### config.mk
export PLATFORM = sky130hd
export DESIGN_NAME = addsub_pipe
export DESIGN_NICKNAME = d
export VERILOG_FILES = /design/src/rtl/addsub_pkg.sv /design/src/rtl/addsub_chunk.sv /design/src/rtl/addsub_pipe.sv
export SDC_FILE = /design/constraint.sdc
export NUM_CORES = 1
export LEC_CHECK = 0
export CAP_MARGIN = 40
export CORE_MARGIN = 1.5
export CORE_UTILIZATION = 35
export DETAILED_ROUTE_END_ITERATION = 8
export GPL_ROUTABILITY_DRIVEN = 0
export PLACE_DENSITY_LB_ADDON = 0.12
export SLEW_MARGIN = 20
export SYNTH_ARGS = -nofsm -noshare
export SYNTH_HDL_FRONTEND = slang
export SYNTH_SLANG_ARGS = --single-unit
### constraint.sdc
create_clock -name clk -period 2.7 [get_ports clk]
set_input_delay 0.54 -clock clk [delete_from_list [all_inputs] [get_ports clk]]
set_output_delay 0.54 -clock clk [all_outputs]
set_load 0.01 [all_outputs]
### src/rtl/addsub_pkg.sv
// -----------------------------------------------------------------------------
// addsub_pkg
// Shared types and constants for the pipelined adder/subtractor.
//   flags_t     : packed N/Z/C/V result flags
//   DEF_N       : default operand width
//   DEF_STAGES  : default pipeline depth
//   sat_pos/neg : saturation limits for an n-bit two's-complement result,
//                 returned right-aligned in a MAX_N-bit vector
// -----------------------------------------------------------------------------
package addsub_pkg;

    localparam int DEF_N      = 32;
    localparam int DEF_STAGES = 4;
    localparam int MAX_N      = 256;

    typedef struct packed {
        logic n;
        logic z;
        logic c;
        logic v;
    } flags_t;

    // Largest positive value: 2^(n-1) - 1
    function automatic logic [MAX_N-1:0] sat_pos(input int n);
        logic [MAX_N-1:0] r;
        r = '0;
        for (int i = 0; i < n - 1; i++) r[i] = 1'b1;
        return r;
    endfunction

    // Most negative value: -2^(n-1)
    function automatic logic [MAX_N-1:0] sat_neg(input int n);
        logic [MAX_N-1:0] r;
        r = '0;
        r[n-1] = 1'b1;
        return r;
    endfunction

endpackage

### src/rtl/addsub_chunk.sv
// -----------------------------------------------------------------------------
// addsub_chunk
// Combinational W-bit adder slice used once per pipeline stage.
//   a, b  in  W  operand slices (b already inverted for subtraction)
//   cin   in  1  carry in from the previous slice
//   sum   out W  slice sum
//   cout  out 1  carry out of the slice MSB
//   cmsb  out 1  carry into the slice MSB (for signed overflow detection)
// -----------------------------------------------------------------------------
module addsub_chunk #(
    parameter int W = 8
) (
    input  logic [W-1:0] a,
    input  logic [W-1:0] b,
    input  logic         cin,
    output logic [W-1:0] sum,
    output logic         cout,
    output logic         cmsb
);

    logic [W:0] full;

    assign full = {1'b0, a} + {1'b0, b} + {{W{1'b0}}, cin};
    assign sum  = full[W-1:0];
    assign cout = full[W];
    // The MSB sum bit is a ^ b ^ carry-in, so the carry-in can be recovered.
    assign cmsb = a[W-1] ^ b[W-1] ^ full[W-1];

endmodule

### src/rtl/addsub_pipe.sv
// -----------------------------------------------------------------------------
// addsub_pipe
// Pipelined two's-complement adder/subtractor. The N-bit operation is split
// into STAGES carry-chained chunks of W = N/STAGES bits, one chunk per
// register stage, with valid/ready handshakes on both sides.
//   clk, reset          clock, synchronous active-high reset
//   in_valid/in_ready   input handshake
//   A, B, Sub           operands; Sub=1 computes A-B
//   Sat                 saturate on signed overflow (ADDSUB_PIPE_SAT_EN only)
//   out_valid/out_ready output handshake
//   Sum, FlagN/Z/C/V    registered result and flags
// Build option: define ADDSUB_PIPE_SAT_EN to add the Sat port and clamping.
// Operand and partial-sum registers are kept right-shifted so each stage
// always works on the low W bits; the partial sum is assembled from the top.
// -----------------------------------------------------------------------------
module addsub_pipe
    import addsub_pkg::*;
#(
    parameter int N      = DEF_N,
    parameter int STAGES = DEF_STAGES
) (
    input  logic         clk,
    input  logic         reset,
    input  logic         in_valid,
    output logic         in_ready,
    input  logic [N-1:0] A,
    input  logic [N-1:0] B,
    input  logic         Sub,
`ifdef ADDSUB_PIPE_SAT_EN
    input  logic         Sat,
`endif
    output logic         out_valid,
    input  logic         out_ready,
    output logic [N-1:0] Sum,
    output logic         FlagN,
    output logic         FlagZ,
    output logic         FlagC,
    output logic         FlagV
);

    localparam int W  = N / STAGES;
    localparam int L  = STAGES - 1;                   // index of the last stage
    localparam int FW = (STAGES > 1) ? STAGES - 1 : 1;

    if (N % STAGES != 0) begin : g_width_check
        $fatal(1, "addsub_pipe: N (%0d) must be divisible by STAGES (%0d)", N, STAGES);
    end

`ifdef ADDSUB_PIPE_SAT_EN
    localparam logic [N-1:0] SAT_POS = N'(sat_pos(N));
    localparam logic [N-1:0] SAT_NEG = N'(sat_neg(N));
`endif

    // Inter-stage registers: entry k sits between stage k and stage k+1
    logic [STAGES-1:0] vld;
    logic [N-1:0]      fwd_a   [FW];
    logic [N-1:0]      fwd_b   [FW];
    logic [N-1:0]      fwd_sum [FW];
    logic [FW-1:0]     fwd_c;
`ifdef ADDSUB_PIPE_SAT_EN
    logic [FW-1:0]     fwd_sat;
`endif

    // Per-stage combinational inputs and chunk results
    logic [N-1:0]      st_a   [STAGES];
    logic [N-1:0]      st_b   [STAGES];
    logic [N-1:0]      st_sum [STAGES];
    logic [STAGES-1:0] st_c;
    logic [STAGES-1:0] st_vld;
    logic [STAGES-1:0] st_sat;
    logic [W-1:0]      ch_sum [STAGES];
    logic [STAGES-1:0] ch_cout;
    logic [STAGES-1:0] ch_cmsb;
    logic [N-1:0]      nxt_sum [STAGES];
    logic [STAGES:0]   load;

    logic [N-1:0]      res_sum;
    flags_t            res_flags;
    logic [N-1:0]      sum_q;
    flags_t            flags_q;

    // Stage 0 takes the ports directly; later stages read the registers.
    // NOTE: every variable gets a value on every path through an always_comb,
    // otherwise synthesis infers a latch to hold the old value.
    always_comb begin
        st_a[0]   = A;
        st_b[0]   = B ^ {N{Sub}};
        st_c[0]   = Sub;
        st_sum[0] = '0;
        st_vld[0] = in_valid;
`ifdef ADDSUB_PIPE_SAT_EN
        st_sat[0] = Sat;
`else
        st_sat[0] = 1'b0;
`endif
        for (int k = 1; k < STAGES; k++) begin
            st_a[k]   = fwd_a[k-1];
            st_b[k]   = fwd_b[k-1];
            st_c[k]   = fwd_c[k-1];
            st_sum[k] = fwd_sum[k-1];
            st_vld[k] = vld[k-1];
`ifdef ADDSUB_PIPE_SAT_EN
            st_sat[k] = fwd_sat[k-1];
`else
            st_sat[k] = 1'b0;
`endif
        end
    end

    for (genvar k = 0; k < STAGES; k++) begin : g_chunk
        addsub_chunk #(.W(W)) u_chunk (
            .a    (st_a[k][W-1:0]),
            .b    (st_b[k][W-1:0]),
            .cin  (st_c[k]),
            .sum  (ch_sum[k]),
            .cout (ch_cout[k]),
            .cmsb (ch_cmsb[k])
        );
    end

    // New chunk enters at the top; earlier chunks slide down by W.
    always_comb begin
        for (int k = 0; k < STAGES; k++) begin
            nxt_sum[k] = N'({ch_sum[k], st_sum[k]} >> W);
        end
    end

    // A stage may load when it is empty or its occupant moves on this cycle.
    always_comb begin
        load[STAGES] = out_ready;
        for (int k = STAGES - 1; k >= 0; k--) begin
            load[k] = !vld[k] || load[k+1];
        end
        in_ready = load[0] && !reset;
    end

    // Carry/overflow describe the raw result; N/Z follow the value driven out.
    always_comb begin
        res_flags.c = ch_cout[L];
        res_flags.v = ch_cmsb[L] ^ ch_cout[L];
        res_sum     = nxt_sum[L];
`ifdef ADDSUB_PIPE_SAT_EN
        if (st_sat[L] && res_flags.v) begin
            // A wrapped negative result means the true value overflowed upward.
            res_sum = nxt_sum[L][N-1] ? SAT_POS : SAT_NEG;
        end
`endif
        res_flags.n = res_sum[N-1];
        res_flags.z = (res_sum == '0);
    end

    // NOTE: sequential state uses non-blocking assignments so every register
    // samples pre-edge values, independent of statement order.
    always_ff @(posedge clk) begin
        if (reset) begin
            vld     <= '0;
            sum_q   <= '0;
            flags_q <= '0;
            fwd_c   <= '0;
`ifdef ADDSUB_PIPE_SAT_EN
            fwd_sat <= '0;
`endif
            // NOTE: the stage data arrays are plain flops, not RAM, so they
            // can be cleared here like any other register.
            for (int k = 0; k < FW; k++) begin
                fwd_a[k]   <= '0;
                fwd_b[k]   <= '0;
                fwd_sum[k] <= '0;
            end
        end else begin
            for (int k = 0; k < STAGES; k++) begin
                if (load[k]) vld[k] <= st_vld[k];
            end
            for (int k = 0; k < STAGES - 1; k++) begin
                if (load[k] && st_vld[k]) begin
                    fwd_a[k]   <= st_a[k] >> W;
                    fwd_b[k]   <= st_b[k] >> W;
                    fwd_sum[k] <= nxt_sum[k];
                    fwd_c[k]   <= ch_cout[k];
`ifdef ADDSUB_PIPE_SAT_EN
                    fwd_sat[k] <= st_sat[k];
`endif
                end
            end
            // Last stage holds its result while stalled by out_ready.
            if (load[L] && st_vld[L]) begin
                sum_q   <= res_sum;
                flags_q <= res_flags;
            end
        end
    end

    assign out_valid = vld[L];
    assign Sum       = sum_q;
    assign FlagN     = flags_q.n;
    assign FlagZ     = flags_q.z;
    assign FlagC     = flags_q.c;
    assign FlagV     = flags_q.v;

endmodule
### Word level (Yosys, flattened, before mapping)

Memories as Yosys holds them, arrays and structs flattened.
Index checks and enable logic that the tools add are counted.

* input port bits: 69
* bits in writable memories: 240
* flip-flop bits (word level): 43
* word-level logic and storage cells: 71
* output and inout port bits: 38
* memories kept: 3

Memories
* fwd_sum: depth 3, width 32, read ports 3, clocked after memory_dff 0, write ports 3, line addsub_pipe.sv:58 `logic [N-1:0] fwd_sum [FW];`
* fwd_a: depth 3, width 24, read ports 3, clocked after memory_dff 0, write ports 3, line addsub_pipe.sv:56 `logic [N-1:0] fwd_a [FW];`
* fwd_b: depth 3, width 24, read ports 3, clocked after memory_dff 0, write ports 3, line addsub_pipe.sv:57 `logic [N-1:0] fwd_b [FW];`

* bitwise logic cells: 13
* reductions and logical operators: 15
* add/subtract/negate cells: 8
* multiplexer cells: 20

Operators with widths (count)
* $mux 24: 6
* $mux 32: 3
* $add 8x8->9: 4
* $add 9x1->9: 4
* $logic_not 32->1: 1
* $xor 32x32->32: 1
* $mux 1: 11
* $or 1x1->1: 9
* $logic_and 1x1->1: 5
* $logic_not 1->1: 5
* $logic_or 1x1->1: 4
* $xor 1x1->1: 3

### Depth between registers and ports, before layout

Gate-level depths: netlist of run 1.

* depth after elaboration: 10
* depth in mapped cells: 10
* depth with buffers taken out: 10

### Hierarchy

From an unflattened synthesis of run 1, not the netlist that was laid out.

* cells, all modules: 713
* area total of the unflattened synthesis: 8525.7 sq um

By module, submodules not included
* addsub_pipe: sequential area each 5165.0 sq um, times used 1, area an instance 7106.8 sq um, cells an instance 541
* addsub_chunk (g_chunk[2].u_chunk ...): sequential area each 0.0 sq um, times used 2, area an instance 364.1 sq um, cells an instance 43
* addsub_chunk (g_chunk[0].u_chunk ...): sequential area each 0.0 sq um, times used 2, area an instance 345.3 sq um, cells an instance 43

### Worst setup path before layout of run 1

OpenSTA, ideal clock, no wires.

* path type: input to register
* from: input port reset
* to: memory fwd_a[0][0] (netlist name) (enable)
* setup slack: 0.027 ns
* buffers on the path: 2
* arrival time: 2.261 ns
* stages: 3
* path through: clkbuf_1 -> clkbuf_1 -> a21o_1

RTL lines
* from (decl): line addsub_pipe.sv:23 `input logic reset,`
* to (decl): line addsub_pipe.sv:56

==> results.yml, run 1 <==
cells_and_area:
  fin_area_um2: 10520
  fin_nets: 916
  synthToLayoutAreaGrowth_pct: 25.90
  antenna_cells_inserted: 0
  drive_above_1_share_pct: 9.576
grt:
  grt_pass1_wl_mm: 25.06
  grtUsageTotal_pct: 13.15
  grt_pass1_vias: 5081
  overflow: 0
  grt_antenna_before_repair: 0
  grt_max_degree: 71
critical_path:
  path_cells: "fa_1, fa_2, a211oi_1, o21bai_1, a2111oi_4, nor2_1, o211ai_1, a21oi_1"
  required_ns: 3.00
  critPathKind: "reg -> reg"
  slowest_delay_ns: 0.51
  start_kind: "flip-flop"
  regToRegEndpoint: "FlagV"
  timing.rr.start: "fwd_b[0][48]"
  cp-end-kind: "flip-flop"
  path_max_fanout: 3
  critPathBufInv: 0
  critical_path_arrival_ns: 2.84
  crit_slowest_cell: "fa_1"
  r2r_slack_ns: 0.16
  path_delay_family: "compound AO/OA/AOI/OAI gates"
  reg2reg_depth: 8
die:
  rows: 56
  die_h_um: 157.5
  start_util_pct: 35.59
  die_area_um2: 24800
  die_w_um: 157.5
  io_pins: 107
  fp.coreArea_um2: 23470
clock_tree:
  path_clk_slew_ns: 0.08
  numCtsBuffers: 17
  insertion_delay_ns: 0.43
  htree_levels: 4
  cts.path.max_buffers: 2
  cts_tree: "yes"
  cts-root-buf: "clkbuf_16"
  cts.sinks: 186
timing:
  tightest_slew_ns: 0.4666
  maxSlewHeadroom_pct: 68.56
  final-max-slew-violation-count: 0
  worst_clock_skew_ns: 0.01025
  fin_ws_ns: 0.1571
  whs_ns: 0.4574
  max_freq_mhz: 393.2
  finalHoldViolCount: 0
  fin_crit_sh_pct: 94.18
  setup_viol: 0
  setup_tns_ns: 0
  fin_crit_ns: 2.543
  rsz0062_at_grt: "false"
logic_synthesis:
  synth_edf_count: 144
  async_flop_share_pct: 0
  ys_warn_count: 0
  ys_seq_area_share_pct: 61.82
  ys_top_cells_by_count: "edfxtp_1 (144), and2_1 (102), nand2_1 (67)"
  yosys-top-cells-area: "edfxtp_1 (52%), dfxtp_1 (10%), and2_1 (7.6%), ha_1 (4.2%), xnor2_1 (3.9%)"
  syn_area_um2: 8354
  synthDistinctLibCells: 49
  syn_avg_cell_area_um2: 12.11
  syn_inst: 690
  synth_top_area_share_pct: 51.76
  synth_nets: 794
  synth.most_common_cell: "edfxtp_1"
  synth.largest_area_cell: "edfxtp_1"
  ys_ff_latch: 186
  synth_ff_type: "edfxtp_1"
status:
  status: "finished clean"
pwr:
  leakagePower_uw: 0.003987
  p_per_area_nw_per_um2: 629.9
  total_power_uw: 6625
  ir_drop_v: 0.0003078
hold_path:
  timing.hold.worst.start: "Sum[6]"
  holdPathStages: 2
  min_path_type: "reg -> reg"
  worstHoldEndpoint: "Sum[6]"
placed_design:
  postPlaceCellArea_um2: 9935
  dp_hpwl_mm: 11.68
  io_buffers: 106
  pre_cts_ws_ns: -0.1450
detailed_routing:
  dr.first_iter.drc_count: 298
  antenna_left: 0
  drt-total-wl_mm: 15.53
  drc_errors: 0
  wl_per_cell_um: 13.57
  routed_via_density: 4.476
  drt_pass1_iterations: 4
  num_vias: 5120
flow_run:
  maxCapViolCount: 0
[metal layers]
| metal | routed length [um] | up-vias | global-route usage, % |
|---|---|---|---|
| met5 | 0 | - | 0 |
| met4 | 272 | 0 | 5.481 |
| met3 | 527 | 15 | 2.340 |
| met2 | 7151 | 98 | 21.36 |
| met1 | 7574 | 2360 | 17.33 |
| li1 | - | 2647 | - |
[cell usage in the layout, fill, tap and decap left out, drive strengths merged, types with 2 or more instances in the layout]
cell type / Yosys / final
edfxtp: 144 / 144
clkdlybuf4s50: 0 / 103
and2: 102 / 102
nand2: 67 / 67
nor2: 64 / 64
a21oi: 44 / 44
dfxtp: 42 / 42
xnor2: 37 / 37
buf: 20 / 32
ha: 28 / 28
inv: 14 / 25
clkbuf: 13 / 17
a21o: 17 / 17
xor2: 13 / 13
a211oi: 11 / 11
o21ai: 10 / 10
nor3: 8 / 8
nor4: 7 / 7
fa: 7 / 7
or2: 3 / 3
nand3: 3 / 3
or3: 3 / 3
o21a: 3 / 3
o211ai: 3 / 3
clkinv: 0 / 3
a31oi: 2 / 2
o21bai: 2 / 2
nor2b: 2 / 2
a311oi: 2 / 2
nand4: 2 / 2
nand3b: 2 / 2
nand2b: 2 / 2
a31o: 2 / 2
[logic make-up after synthesis]
kind of cell    share of synthesized area, %
compound gates                         8.477
xor+xnor                               5.242
fa+ha+maj                              5.871
buf+inv                                2.456
flops                                  61.82
mux                                   0.1797
simple gates                           15.95
[final cells by class]
cell class                      count  area (um2)
Inverter                           14       52.55
Fill cell                        2198       12950
Tap cell                          319       399.1
Multi-Input combinational cell    457        3002
Clock buffer                       17       425.4
Timing Repair Buffer              136        1329
Clock inverter                     15       145.1
Sequential cell                   186        5165
[worst min-delay path: cells and delay by family, from the launching register on]
kind / cells / cell delay (ns)
DFF: 1 / 0.31
and+or+nand+nor: 1 / 0.05
AOI/OAI and AO/OA: 1 / 0.05
[worst max-delay path by stage]
| stage | from | to | slack [ns] | cells after the start |
|---|---|---|---|---|
| 2_1_floorplan | reset | fwd_a[0][0] | 0.03 | 3 |
| 3_3_place_gp | B[0] | fwd_sum[0][30] | -0.14 | 9 |
| 3_5_place_dp | B[0] | fwd_sum[0][30] | -0.14 | 9 |
| 4_1_cts | out_ready | in_ready | 0.02 | 5 |
| 5_1_grt | fwd_b[0][48] | FlagV | 0.05 | 8 |
| 6_report | fwd_b[0][48] | FlagV | 0.16 | 8 |
[where the power goes]
part	internal [uW]	switching [uW]
clock network	1240	1150
registers	3320	74.8
logic	419	427
total	4980	1650
[registers in the layout, summed over array words and instances (netlist names), 3 cells and up]
signal / flops
fwd_a: 48
fwd_sum: 48
Sum: 32
vld: 4
fwd_b: 48
fwd_c: 3
[stage by stage]
step	std cells	utilization, %
global placement	1111	42.32
detailed placement	1111	42.32
finish	1144	44.81
global route	1144	44.81
CTS	1143	44.75
floorplan	690	-
[timing repair]
item	CTS	global route
endpoints found under the setup margin	0	2
setup buffers	0	1
hold buffers	0	0
resized for setup	0	2
Note: power is estimated with default switching activity, not from simulation.
==> inputs of run 2 (changes only) <==
--- a/config.mk
+++ b/config.mk
@@ -5,9 +5,10 @@
 export SDC_FILE = /design/constraint.sdc
 export NUM_CORES = 1
 export LEC_CHECK = 0
+export ABC_AREA = 1
 export CAP_MARGIN = 40
 export CORE_MARGIN = 1.5
-export CORE_UTILIZATION = 35
+export CORE_UTILIZATION = 50
 export DETAILED_ROUTE_END_ITERATION = 8
 export GPL_ROUTABILITY_DRIVEN = 0
 export PLACE_DENSITY_LB_ADDON = 0.12
==> results.yml, run 2 <==
clock_tree:
  numCtsBuffers: 17
  cts.sinks: 186
  cts-root-buf: "clkbuf_16"
  cts_resized: 0
  cts_tree: "yes"
  cts.path.max_buffers: 2
  cts_setup_buffers: 0
  path_clk_slew_ns: 0.06
  insertion_delay_ns: 0.42
  htree_levels: 4
  hold_buffers: 0
die:
  io_pins: 107
  die_w_um: 134.1
  start_util_pct: 51.48
  die_area_um2: 17990
  rows: 47
  fp.coreArea_um2: 16700
  die_h_um: 134.1
logic_synthesis:
  synth_ff_type: "edfxtp_1"
  ys_ff_latch: 186
  async_flop_share_pct: 0
  yosys-top-cells-area: "edfxtp_1 (50%), dfxtp_1 (9.8%), nor2_1 (9.0%), inv_1 (6.9%), ha_1 (4.1%)"
  ys_warn_count: 0
  synth.most_common_cell: "nor2_1"
  synth_edf_count: 144
  synthDistinctLibCells: 34
  ys_top_cells_by_count: "nor2_1 (207), inv_1 (157), edfxtp_1 (144)"
  ys_seq_area_share_pct: 60.07
  syn_area_um2: 8598
  syn_inst: 875
  synth_nets: 979
  syn_avg_cell_area_um2: 9.827
  synth.largest_area_cell: "edfxtp_1"
  synth_top_area_share_pct: 50.29
timing:
  tightest_slew_ns: 0.4623
  setup_tns_ns: 0
  fin_crit_ns: 2.257
  fin_crit_sh_pct: 83.59
  max_freq_mhz: 443.1
  finalHoldViolCount: 0
  setup_viol: 0
  maxSlewHeadroom_pct: 68.79
  rsz0062_at_grt: "false"
  whs_ns: 0.4781
  worst_clock_skew_ns: 0.005921
  final-max-slew-violation-count: 0
cells_and_area:
  antenna_cells_inserted: 0
  reg.largest.list: "fwd_a: 48 flops, fwd_b: 48 flops, fwd_sum: 48 flops"
  synthToLayoutAreaGrowth_pct: 23.62
  final_common_cell: "nor2_1"
  fin_nets: 1093
  fin_area_um2: 10630
  drive_above_1_share_pct: 5.988
  layout_common_cells: "nor2_1 (205), inv_1 (157), edfxtp_1 (144)"
detailed_routing:
  drt-total-wl_mm: 14.66
  antenna_left: 0
  dr.first_iter.drc_count: 266
  wl_per_cell_um: 12.00
  num_vias: 5603
  drc_errors: 0
  routed_via_density: 4.585
  drt_pass1_iterations: 5
critical_path:
  path_max_fanout: 3
  required_ns: 2.16
  start_kind: "input pin"
  critical_path_arrival_ns: 1.72
  critPathKind: "in -> out"
  cp-end-kind: "primary output"
grt:
  grt_pass1_vias: 5325
  grt_antenna_before_repair: 0
  grtUsageTotal_pct: 17.70
  overflow: 0
  grt_max_degree: 57
  grt_pass1_wl_mm: 25.14
placed_design:
  io_buffers: 106
  dp_hpwl_mm: 10.66
  postPlaceCellArea_um2: 9985
pwr:
  total_power_uw: 6906
  ir_drop_v: 0.0004691
  leakagePower_uw: 0.004639
  p_per_area_nw_per_um2: 649.7
hold_path:
  min_path_type: "reg -> reg"
flow_run:
  maxCapViolCount: 0
status:
  status: "finished clean"
run 2: cell count changes in the layout (fill, tap and decap cells not counted), sizes merged, moves of 19 or more:
| cell | before | now |
|---|---|---|
| and2 | 102 | 0 |
| nand3 | 3 | 24 |
| nor2 | 64 | 209 |
| o21ai | 10 | 37 |
| inv | 25 | 162 |
| nand2 | 67 | 86 |
run 2: area by class of cell:
type / instances / area, um2
Fill cell: 1395 / 6072
Sequential cell: 186 / 5165
Multi-Input combinational cell: 500 / 2678
Timing Repair Buffer: 124 / 1269
Inverter: 160 / 603.1
Clock buffer: 26 / 574.3
Tap cell: 220 / 275.3
Clock inverter: 6 / 65.06
run 2: path summary, 6_finish.rpt:
path	slack [ns]	startpoint	end	cells past startpoint
setup / recovery	0.44	out_ready	in_ready	8
setup reg to reg	0.51	fwd_b[0][48]	FlagZ	9
hold reg to reg	0.48	fwd_c[0]	fwd_c[0]	2
hold / removal	0.48	fwd_c[0]	fwd_c[0]	2
run 2: metal layers:
metal / up-vias / wire length [um] / part of all wire, % / track usage [%]
li1: 3017 / - / - / -
met1: 2426 / 7394 / 50 / 25.62
met2: 147 / 6335 / 43 / 26.86
met3: 13 / 734 / 5.0 / 3.628
met4: 0 / 195 / 1.3 / 5.854
met5: - / 0 / 0 / 0
run 2: power breakdown:
part	leakage, uW	internal, uW	switching, uW
Sequential	0.00188	3340	81.1
Clock	0.000318	1570	1000
Combinational	0.00244	397	507
Total	0.00464	5310	1590
run 2: kinds of logic after synthesis:
| group | Yosys count | synth area share (%) |
|---|---|---|
| buffers and inverters | 189 | 8.906 |
| and+or+nand+nor | 332 | 15.34 |
| DFF | 186 | 60.07 |
| xor gates and xnor gates | 40 | 4.075 |
| adders and majority gates | 35 | 5.704 |
| AOI/OAI and AO/OA | 93 | 5.908 |
run 2: metrics by stage:
stage | setup slack, ns | std cells | utilization [%]
6_report | 0.4431 | 1222 | 63.64
5_1_grt | 0.2892 | 1222 | 63.64
4_1_cts | 0.06018 | 1222 | 63.61
3_5_place_dp | 0.08269 | 1190 | 59.78
3_3_place_gp | 0.09458 | 1190 | 59.78
2_1_floorplan | 0.04202 | 875 | -
run 2: critical path, stage by stage:
cell and delay [ns]:
clkdlybuf4s50_1 0.42, nor2_2 0.14, nand2_1 0.12, nor2_2 0.12
nand2_1 0.09, inv_2 0.07, nor2_2 0.05, dlymetal6s2s_1 0.17
